## src/rtl/mem_stage.sv

```systemverilog
// MEM pipeline stage: issues loads/stores on a request/ack data bus and feeds the MEM/WB register.
// Optional feature macro UNALIGNED_EXC_EN: misaligned LH/LHU/LW/SH/SW raise adel/ades instead of accessing the bus.
module mem_stage (
  input  logic        clk,
  input  logic        rst,
  input  logic        flush,
  input  logic        ex_valid,
  input  logic [7:0]  ex_aluop,
  input  logic [31:0] ex_addr,
  input  logic [31:0] ex_opr2,
  input  logic        ex_wreg,
  input  logic [4:0]  ex_wd,
  input  logic [31:0] ex_wrdata,
  output logic        dbus_req,
  output logic        dbus_wr,
  output logic [31:0] dbus_addr,
  output logic [3:0]  dbus_be,
  output logic [31:0] dbus_wdata,
  input  logic        dbus_ack,
  input  logic [31:0] dbus_rdata,
  output logic        wb_valid,
  output logic        wb_mtor,
  output logic [7:0]  wb_aluop,
  output logic [31:0] wb_opr2,
  output logic [31:0] wb_ramdata,
  output logic [31:0] wb_ramaddr,
  output logic [31:0] wb_wrdata,
  output logic        wb_wreg,
  output logic [4:0]  wb_wd,
  output logic        stallreq,
  output logic        adel,
  output logic        ades
);
  localparam logic [7:0] ALU_LB  = 8'he0;
  localparam logic [7:0] ALU_LH  = 8'he1;
  localparam logic [7:0] ALU_LWL = 8'he2;
  localparam logic [7:0] ALU_LW  = 8'he3;
  localparam logic [7:0] ALU_LBU = 8'he4;
  localparam logic [7:0] ALU_LHU = 8'he5;
  localparam logic [7:0] ALU_LWR = 8'he6;
  localparam logic [7:0] ALU_SB  = 8'he8;
  localparam logic [7:0] ALU_SH  = 8'he9;
  localparam logic [7:0] ALU_SWL = 8'hea;
  localparam logic [7:0] ALU_SW  = 8'heb;
  localparam logic [7:0] ALU_SWR = 8'hee;

  typedef enum logic {IDLE = 1'b0, BUSY = 1'b1} state_t;
  state_t state_reg, state_next;

  logic        is_load, is_store, is_mem;
  logic        err_ld, err_st, addr_err, issue;
  logic [1:0]  off;
  logic [3:0]  be_fmt;
  logic [31:0] wdata_fmt;
  // Copy of the issued instruction; EX may be replaced by the time ack arrives.
  logic [31:0] addr_reg, opr2_reg, wrdata_reg;
  logic [7:0]  aluop_reg;
  logic        wreg_reg, flush_seen_reg;
  logic [4:0]  wd_reg;

  assign off       = ex_addr[1:0];
  assign is_mem    = is_load | is_store;
  assign addr_err  = err_ld | err_st;
  assign dbus_addr = {addr_reg[31:2], 2'b00};

  always_comb begin
    is_load  = 1'b0;
    is_store = 1'b0;
    case (ex_aluop)
      ALU_LB, ALU_LBU, ALU_LH, ALU_LHU, ALU_LW, ALU_LWL, ALU_LWR: is_load = 1'b1;
      ALU_SB, ALU_SH, ALU_SW, ALU_SWL, ALU_SWR:                   is_store = 1'b1;
      default: ;
    endcase
  end

  // Byte-lane placement of store data; SH on an odd address gets no enables.
  always_comb begin
    be_fmt    = 4'b0000;
    wdata_fmt = 32'h0;
    case (ex_aluop)
      ALU_SB: begin
        be_fmt    = 4'b0001 << off;
        wdata_fmt = {4{ex_opr2[7:0]}};
      end
      ALU_SH: begin
        be_fmt    = off[0] ? 4'b0000 : (off[1] ? 4'b1100 : 4'b0011);
        wdata_fmt = {2{ex_opr2[15:0]}};
      end
      ALU_SW: begin
        be_fmt    = 4'b1111;
        wdata_fmt = ex_opr2;
      end
      ALU_SWL: begin
        case (off)
          2'b00:   begin be_fmt = 4'b0001; wdata_fmt = {24'h0, ex_opr2[31:24]}; end
          2'b01:   begin be_fmt = 4'b0011; wdata_fmt = {16'h0, ex_opr2[31:16]}; end
          2'b10:   begin be_fmt = 4'b0111; wdata_fmt = {8'h0, ex_opr2[31:8]}; end
          default: begin be_fmt = 4'b1111; wdata_fmt = ex_opr2; end
        endcase
      end
      ALU_SWR: begin
        case (off)
          2'b00:   begin be_fmt = 4'b1111; wdata_fmt = ex_opr2; end
          2'b01:   begin be_fmt = 4'b1110; wdata_fmt = {ex_opr2[23:0], 8'h0}; end
          2'b10:   begin be_fmt = 4'b1100; wdata_fmt = {ex_opr2[15:0], 16'h0}; end
          default: begin be_fmt = 4'b1000; wdata_fmt = {ex_opr2[7:0], 24'h0}; end
        endcase
      end
      default: ;
    endcase
  end

  always_ff @(posedge clk) begin
    if (rst) state_reg <= IDLE;
    else     state_reg <= state_next;
  end

  always_comb begin
    state_next = state_reg;
    issue      = 1'b0;
    stallreq   = 1'b0;
    if (state_reg == IDLE) begin
      issue    = !rst && ex_valid && is_mem && !flush && !addr_err;
      stallreq = issue;
      if (issue) state_next = BUSY;
    end else begin
      stallreq = !rst && !dbus_ack;
      if (dbus_ack) state_next = IDLE;
    end
  end

  always_ff @(posedge clk) begin
    if (rst) begin
      dbus_req       <= 1'b0;
      dbus_wr        <= 1'b0;
      dbus_be        <= 4'b0000;
      dbus_wdata     <= 32'h0;
      addr_reg       <= 32'h0;
      opr2_reg       <= 32'h0;
      wrdata_reg     <= 32'h0;
      aluop_reg      <= 8'h0;
      wreg_reg       <= 1'b0;
      wd_reg         <= 5'h0;
      flush_seen_reg <= 1'b0;
      wb_valid       <= 1'b0;
      wb_mtor        <= 1'b0;
      wb_aluop       <= 8'h0;
      wb_opr2        <= 32'h0;
      wb_ramdata     <= 32'h0;
      wb_ramaddr     <= 32'h0;
      wb_wrdata      <= 32'h0;
      wb_wreg        <= 1'b0;
      wb_wd          <= 5'h0;
    end else if (state_reg == IDLE) begin
      if (issue) begin
        dbus_req       <= 1'b1;
        dbus_wr        <= is_store;
        dbus_be        <= be_fmt;
        dbus_wdata     <= wdata_fmt;
        addr_reg       <= ex_addr;
        opr2_reg       <= ex_opr2;
        wrdata_reg     <= ex_wrdata;
        aluop_reg      <= ex_aluop;
        wreg_reg       <= ex_wreg;
        wd_reg         <= ex_wd;
        flush_seen_reg <= 1'b0;
      end else begin
        // Non-memory op, bubble, flushed slot or address error: one-cycle pass-through.
        wb_valid   <= ex_valid && !flush;
        wb_mtor    <= 1'b0;
        wb_aluop   <= ex_aluop;
        wb_opr2    <= ex_opr2;
        wb_ramdata <= 32'h0;
        wb_ramaddr <= ex_addr;
        wb_wrdata  <= ex_wrdata;
        wb_wreg    <= ex_valid && !flush && ex_wreg && !addr_err;
        wb_wd      <= ex_wd;
      end
    end else begin
      if (flush) flush_seen_reg <= 1'b1;
      if (dbus_ack) begin
        dbus_req       <= 1'b0;
        flush_seen_reg <= 1'b0;
        wb_valid       <= !(flush_seen_reg || flush);
        wb_mtor        <= !dbus_wr;
        wb_aluop       <= aluop_reg;
        wb_opr2        <= opr2_reg;
        wb_ramdata     <= dbus_rdata;
        wb_ramaddr     <= addr_reg;
        wb_wrdata      <= wrdata_reg;
        wb_wreg        <= wreg_reg && !(flush_seen_reg || flush);
        wb_wd          <= wd_reg;
      end
    end
  end

`ifdef UNALIGNED_EXC_EN
  assign err_ld = ((ex_aluop == ALU_LH || ex_aluop == ALU_LHU) && off[0]) ||
                  (ex_aluop == ALU_LW && off != 2'b00);
  assign err_st = (ex_aluop == ALU_SH && off[0]) || (ex_aluop == ALU_SW && off != 2'b00);

  // Exception flags travel with the MEM/WB register and change only when it loads.
  always_ff @(posedge clk) begin
    if (rst) begin
      adel <= 1'b0;
      ades <= 1'b0;
    end else if (state_reg == IDLE && !issue) begin
      adel <= ex_valid && !flush && err_ld;
      ades <= ex_valid && !flush && err_st;
    end else if (state_reg == BUSY && dbus_ack) begin
      adel <= 1'b0;
      ades <= 1'b0;
    end
  end
`else
  assign err_ld = 1'b0;
  assign err_st = 1'b0;
  assign adel   = 1'b0;
  assign ades   = 1'b0;
`endif

endmodule
```

## config.mk

```make
export PLATFORM = sky130hd
export DESIGN_NAME = mem_stage
export DESIGN_NICKNAME = d
export VERILOG_FILES = /design/src/rtl/mem_stage.sv
export SDC_FILE = /design/constraint.sdc
export NUM_CORES = 1
export LEC_CHECK = 0
export ABC_CLOCK_PERIOD_IN_PS = 4450
export CORE_ASPECT_RATIO = 0.9
export CORE_MARGIN = 5
export CORE_UTILIZATION = 45
export CTS_BUF_LIST = sky130_fd_sc_hd__clkbuf_8
export DETAILED_ROUTE_END_ITERATION = 10
export PLACE_DENSITY = 0.84
export SYNTH_ARGS = -nofsm -noshare
export SYNTH_HDL_FRONTEND = slang
export SYNTH_SLANG_ARGS = --single-unit
```

## constraint.sdc

```tcl
create_clock -name clk -period 4.45 [get_ports clk]
set_input_delay 0.445 -clock clk [delete_from_list [all_inputs] [get_ports clk]]
set_output_delay 0.445 -clock clk [all_outputs]
set_load 0.1 [all_outputs]
```

Yosys cells after proc, flatten, opt, wreduce, memory -nomap -nowiden
Index checks and enable logic that the tools add are counted.

Bits in registers: 294. Input bits: 147. Output and inout port bits: 217. Word-level logic and storage cells: 111.

Eq/ne operators: 17. Shift-type cells: 1. Mux-type cells: 49. Bitwise operators: 2. Reduce and logical (&&, ||, !) cells: 21.

Operator list (number): $mux 32 (12); $pmux 32 s3 (2); $pmux 32 s5 (1); $eq 8x8->1 const B (12); $mux 8 (3); $mux 1 (23); $pmux 4 s5 (1); $mux 5 (3); $pmux 4 s3 (1); $pmux 3 s3 (1); $mux 4 (2); $reduce_and 2->1 (4); $logic_and 1x1->1 (7); $reduce_or 7->1 (1); $logic_not 1->1 (5); $reduce_or 5->1 (1); $ne 2x2->1 const B (2); $shl 1x2->4 const A (1); $ne 3x3->1 const B (1); $eq 2x1->1 const B (1); $eq 2x2->1 const B (1); $logic_not 2->1 (1); $reduce_bool 2->1 (1); $logic_or 1x1->1 (1); other kinds (2) (2).

Longest topological paths before layout
Depth in word-level cells: 9. Mapped depth: 8. Mapped depth without buffers: 5.

Worst setup path before layout
No wires, ideal clock.

Kind: input to output. Start: in ex_aluop[1]. End: out stallreq. Arrival time: 2011 ps. Data required time: 4005 ps. Setup slack: 1994 ps. Cell stages on the path: 6. Buffers on the path: 2. Cell sequence: buf_2 mux2_4 a21oi_1 nand2_1 a21oi_2 buf_2.

Cells in the longest elaborated chain, start to end: 7. Elaborated cells on any way between the ends: 20. Those cells by class: eq/ne: 12; mux: 3; bitwise: 1; reduce/logical: 4.

RTL lines: start: declaration (line 8) `input logic [7:0] ex_aluop,`; $eq 8x8->1 (line 69) `case (ex_aluop)`; $reduce_or 7->1 or $reduce_or 5->1 (tied branches) (line 69); $mux 1 (line 69); $or 1x1->1 (*) (line 62) `assign is_mem = is_load | is_store;`; $logic_and 1x1->1 (*) (2 in a row) (line 123) `issue = !rst && ex_valid && is_mem && !flush && !addr_err;`; $mux 1 (*) (line 122) `if (state_reg == IDLE) begin`; end: declaration (line 30) `output logic stallreq,`.

Every way passes the cells marked *; elsewhere a longest branch is shown, timed or not.

Final worst setup path
Start: reg state_reg. End: out stallreq.

Cells in the longest elaborated chain, start to end: 1.

RTL lines: start: declaration (line 48) `state_t state_reg, state_next;`; start signal: assignment (line 115) `else state_reg <= state_next;`; $mux 1 (line 122).

Every way passes these cells.

==> impl_metrics.ini <==
[outcome]
outcome = complete, no violations

[setup_path]
cp_data_required_time_ns = 4.01
path_cells = buf_4 > nand2b_1 > a21oi_2 > buf_12
start_kind = register
end_kind = output port
crit_buf_inv = 2
arrival_ns = 2.88
crit_cells = 4
crit_path_start = state_reg
reg2regPathDepth = 4
slowest_stage = buf_4
crit_family = buffers and inverters
r2r_end = wb_ramdata[7]
crit_type = reg -> out
cp_max_fo = 50
ff2ff_setup_slack_ns = 1.35
reg2reg_from = state_reg
cp-endpoint = stallreq
slowest_delay_ns = 0.79

[cts]
clkTransAtPathRegs_ns = 0.06
cts.path.max_buffers = 3
cts_tree = built
post_cts.repair.setup_buffers = 0
cts_buffers = 47
clock_sinks = 294
ctsHtreeMaxLevel = 2
root_buffer = clkbuf_8
hold_buffers = 0
clk_latency_ns = 0.56
ctsResizeCount = 0

[timing]
tns_ns = 0
fin_crit_ns = 3.323
min_period_over_period = 0.7466
hold_violations = 0
hold_slack_ns = 0.3677
grt_setup_unrepaired = no
fin_skew_ns = 0.01867
setup-violations-final = 0
worst-slew-pin-transition_ns = 1.309
fmax_mhz = 301.0
relSlewSlack = 0.1263
drv_slew = 0

[placement]
dp.cells = 1977
dp_hpwl_um = 27380
routabilityCongestion = 0.9276
place_area_um2 = 15920
io_buffer_count = 359

[grt]
grt_overflow = 0
antenna_found_initial = 0
track_usage = 0.2461
grt_pass1_vias = 11230
grt_max_degree = 127
grt_pass1_wl_um = 62180

[min_path]
hold_class = in -> reg

[finish]
finalInstanceArea_um2 = 16880
final_nets = 1819
drive_above_1_share = 0.07206
antenna_cells = 0
layout.cells.non_filler = 2061
fill_cells = 2262
syn2layout_area_growth_pct = 35.93

[routing]
drt_iter0_markers = 1046
totalWireLength_um = 40720
ant_nets = 0
drtPass1Iterations = 5
drc = 0
viasPerCell = 5.525
wire_per_inst_um = 19.76
vias = 11390

[yosys]
yosysWarningCount = 0
syn-cell-area_um2 = 12420
ys_seq_area_frac = 0.4740
synth_seq_cells = 294
yosysMostFrequentCell = dfxtp_1
netlist-cell-type-count = 51
async_flop_share = 0
synth_edf_count = 0
synth_top_area_frac = 0.4740
ys_top_cells_by_count = 294 x dfxtp_1, 233 x nand2_1, 142 x nor2_1
yosysTopAreaCell = dfxtp_1
synth_ff_type = dfxtp_1
netlist_instances = 1394
syn_avg_cell_area_um2 = 8.908
synthTopCellsByArea = dfxtp_1 47%, mux2i_1 11%, nand2_1 7.0%

[floorplan]
rows = 57
die_x_um = 185.1
io_pins = 364
start_util = 0.4582
core_area_um2 = 27100
fp.dieH_um = 167.6
die_area_um2 = 31020

[power_and_ir_drop]
peakVddDrop_v = 0.0002308
power.density_nw_per_um2 = 362.1
p_leak_uw = 0.006061

[flow_run]
maxCapViolCount = 0
==> through the flow <==
step	utilization	worst slack [ns]	power (µW)
floorplan	-	1.994	3462
global placement	0.5873	1.314	3808
detailed placement	0.5873	1.227	3821
CTS	0.6229	1.042	6154
global route	0.6229	1.002	6326
finish	0.6229	1.127	6112
==> cells by family (layout without fill, tap and decap cells) <==
group / Yosys count / in the layout / synth area share
compound gates: 376 / 376 / 0.2035
mux: 148 / 148 / 0.1212
simple gates: 418 / 418 / 0.1370
buf+inv: 157 / 467 / 0.06398
flops: 294 / 294 / 0.4740
other cells: 1 / 4 / 0.0003020
==> layer usage <==
metal  global-route usage  up-vias  wire length, µm
li1                     -     5459                -
met1               0.3171     5363            16820
met2               0.3971      462            18970
met3              0.06681      102             3424
met4              0.08839        0             1497
met5                    0        -                0
==> layout by cell type (no fill, tap or decap), drive strengths merged, types with 3 or more instances in the layout <==
cell type / Yosys / routed
a22o: 39 / 39
or2: 4 / 4
clkbuf: 74 / 63
o21ai: 29 / 29
a2111oi: 3 / 3
nand2: 233 / 233
clkinv: 0 / 5
a221oi: 12 / 12
inv: 3 / 18
a221o: 6 / 6
nor4: 3 / 3
a22oi: 21 / 21
nor2b: 5 / 5
a211oi: 109 / 109
buf: 80 / 23
nand3b: 4 / 4
mux2: 16 / 16
dfxtp: 294 / 294
o22ai: 4 / 4
conb: 1 / 4
o2bb2ai: 4 / 4
nand2b: 11 / 11
nor3b: 3 / 3
mux2i: 132 / 132
nor2: 143 / 143
clkdlybuf4s50: 0 / 357
a21oi: 134 / 134
nor3: 3 / 3
==> final cells by class <==
| type | instances | area [µm²] | share of cell area |
|---|---|---|---|
| multi-input combinational | 946 | 5773 | 0.3420 |
| inverter | 3 | 11.26 | 0.0006671 |
| tap | 354 | 442.9 | 0.02624 |
| clock inverter | 21 | 96.34 | 0.005708 |
| clock buffer | 63 | 867.1 | 0.05137 |
| sequential | 294 | 5889 | 0.3489 |
| timing repair buffer | 380 | 3800 | 0.2251 |
==> worst min-delay path by stage <==
stage	slack (ns)	end	startpoint	depth (start not counted)
after floorplan	0.42	aluop_reg[3]	aluop_reg[3]	2
after global placement	0.43	aluop_reg[3]	aluop_reg[3]	2
after CTS	0.34	aluop_reg[5]	rst	2
after detailed placement	0.44	aluop_reg[3]	aluop_reg[3]	2
after global routing	0.36	aluop_reg[5]	rst	2
final	0.37	aluop_reg[5]	rst	2
==> power breakdown <==
group	internal, µW	switching [µW]
clock network	1260	1080
logic	315	721
registers	2700	38.8
(Power assumes the default switching activity.)
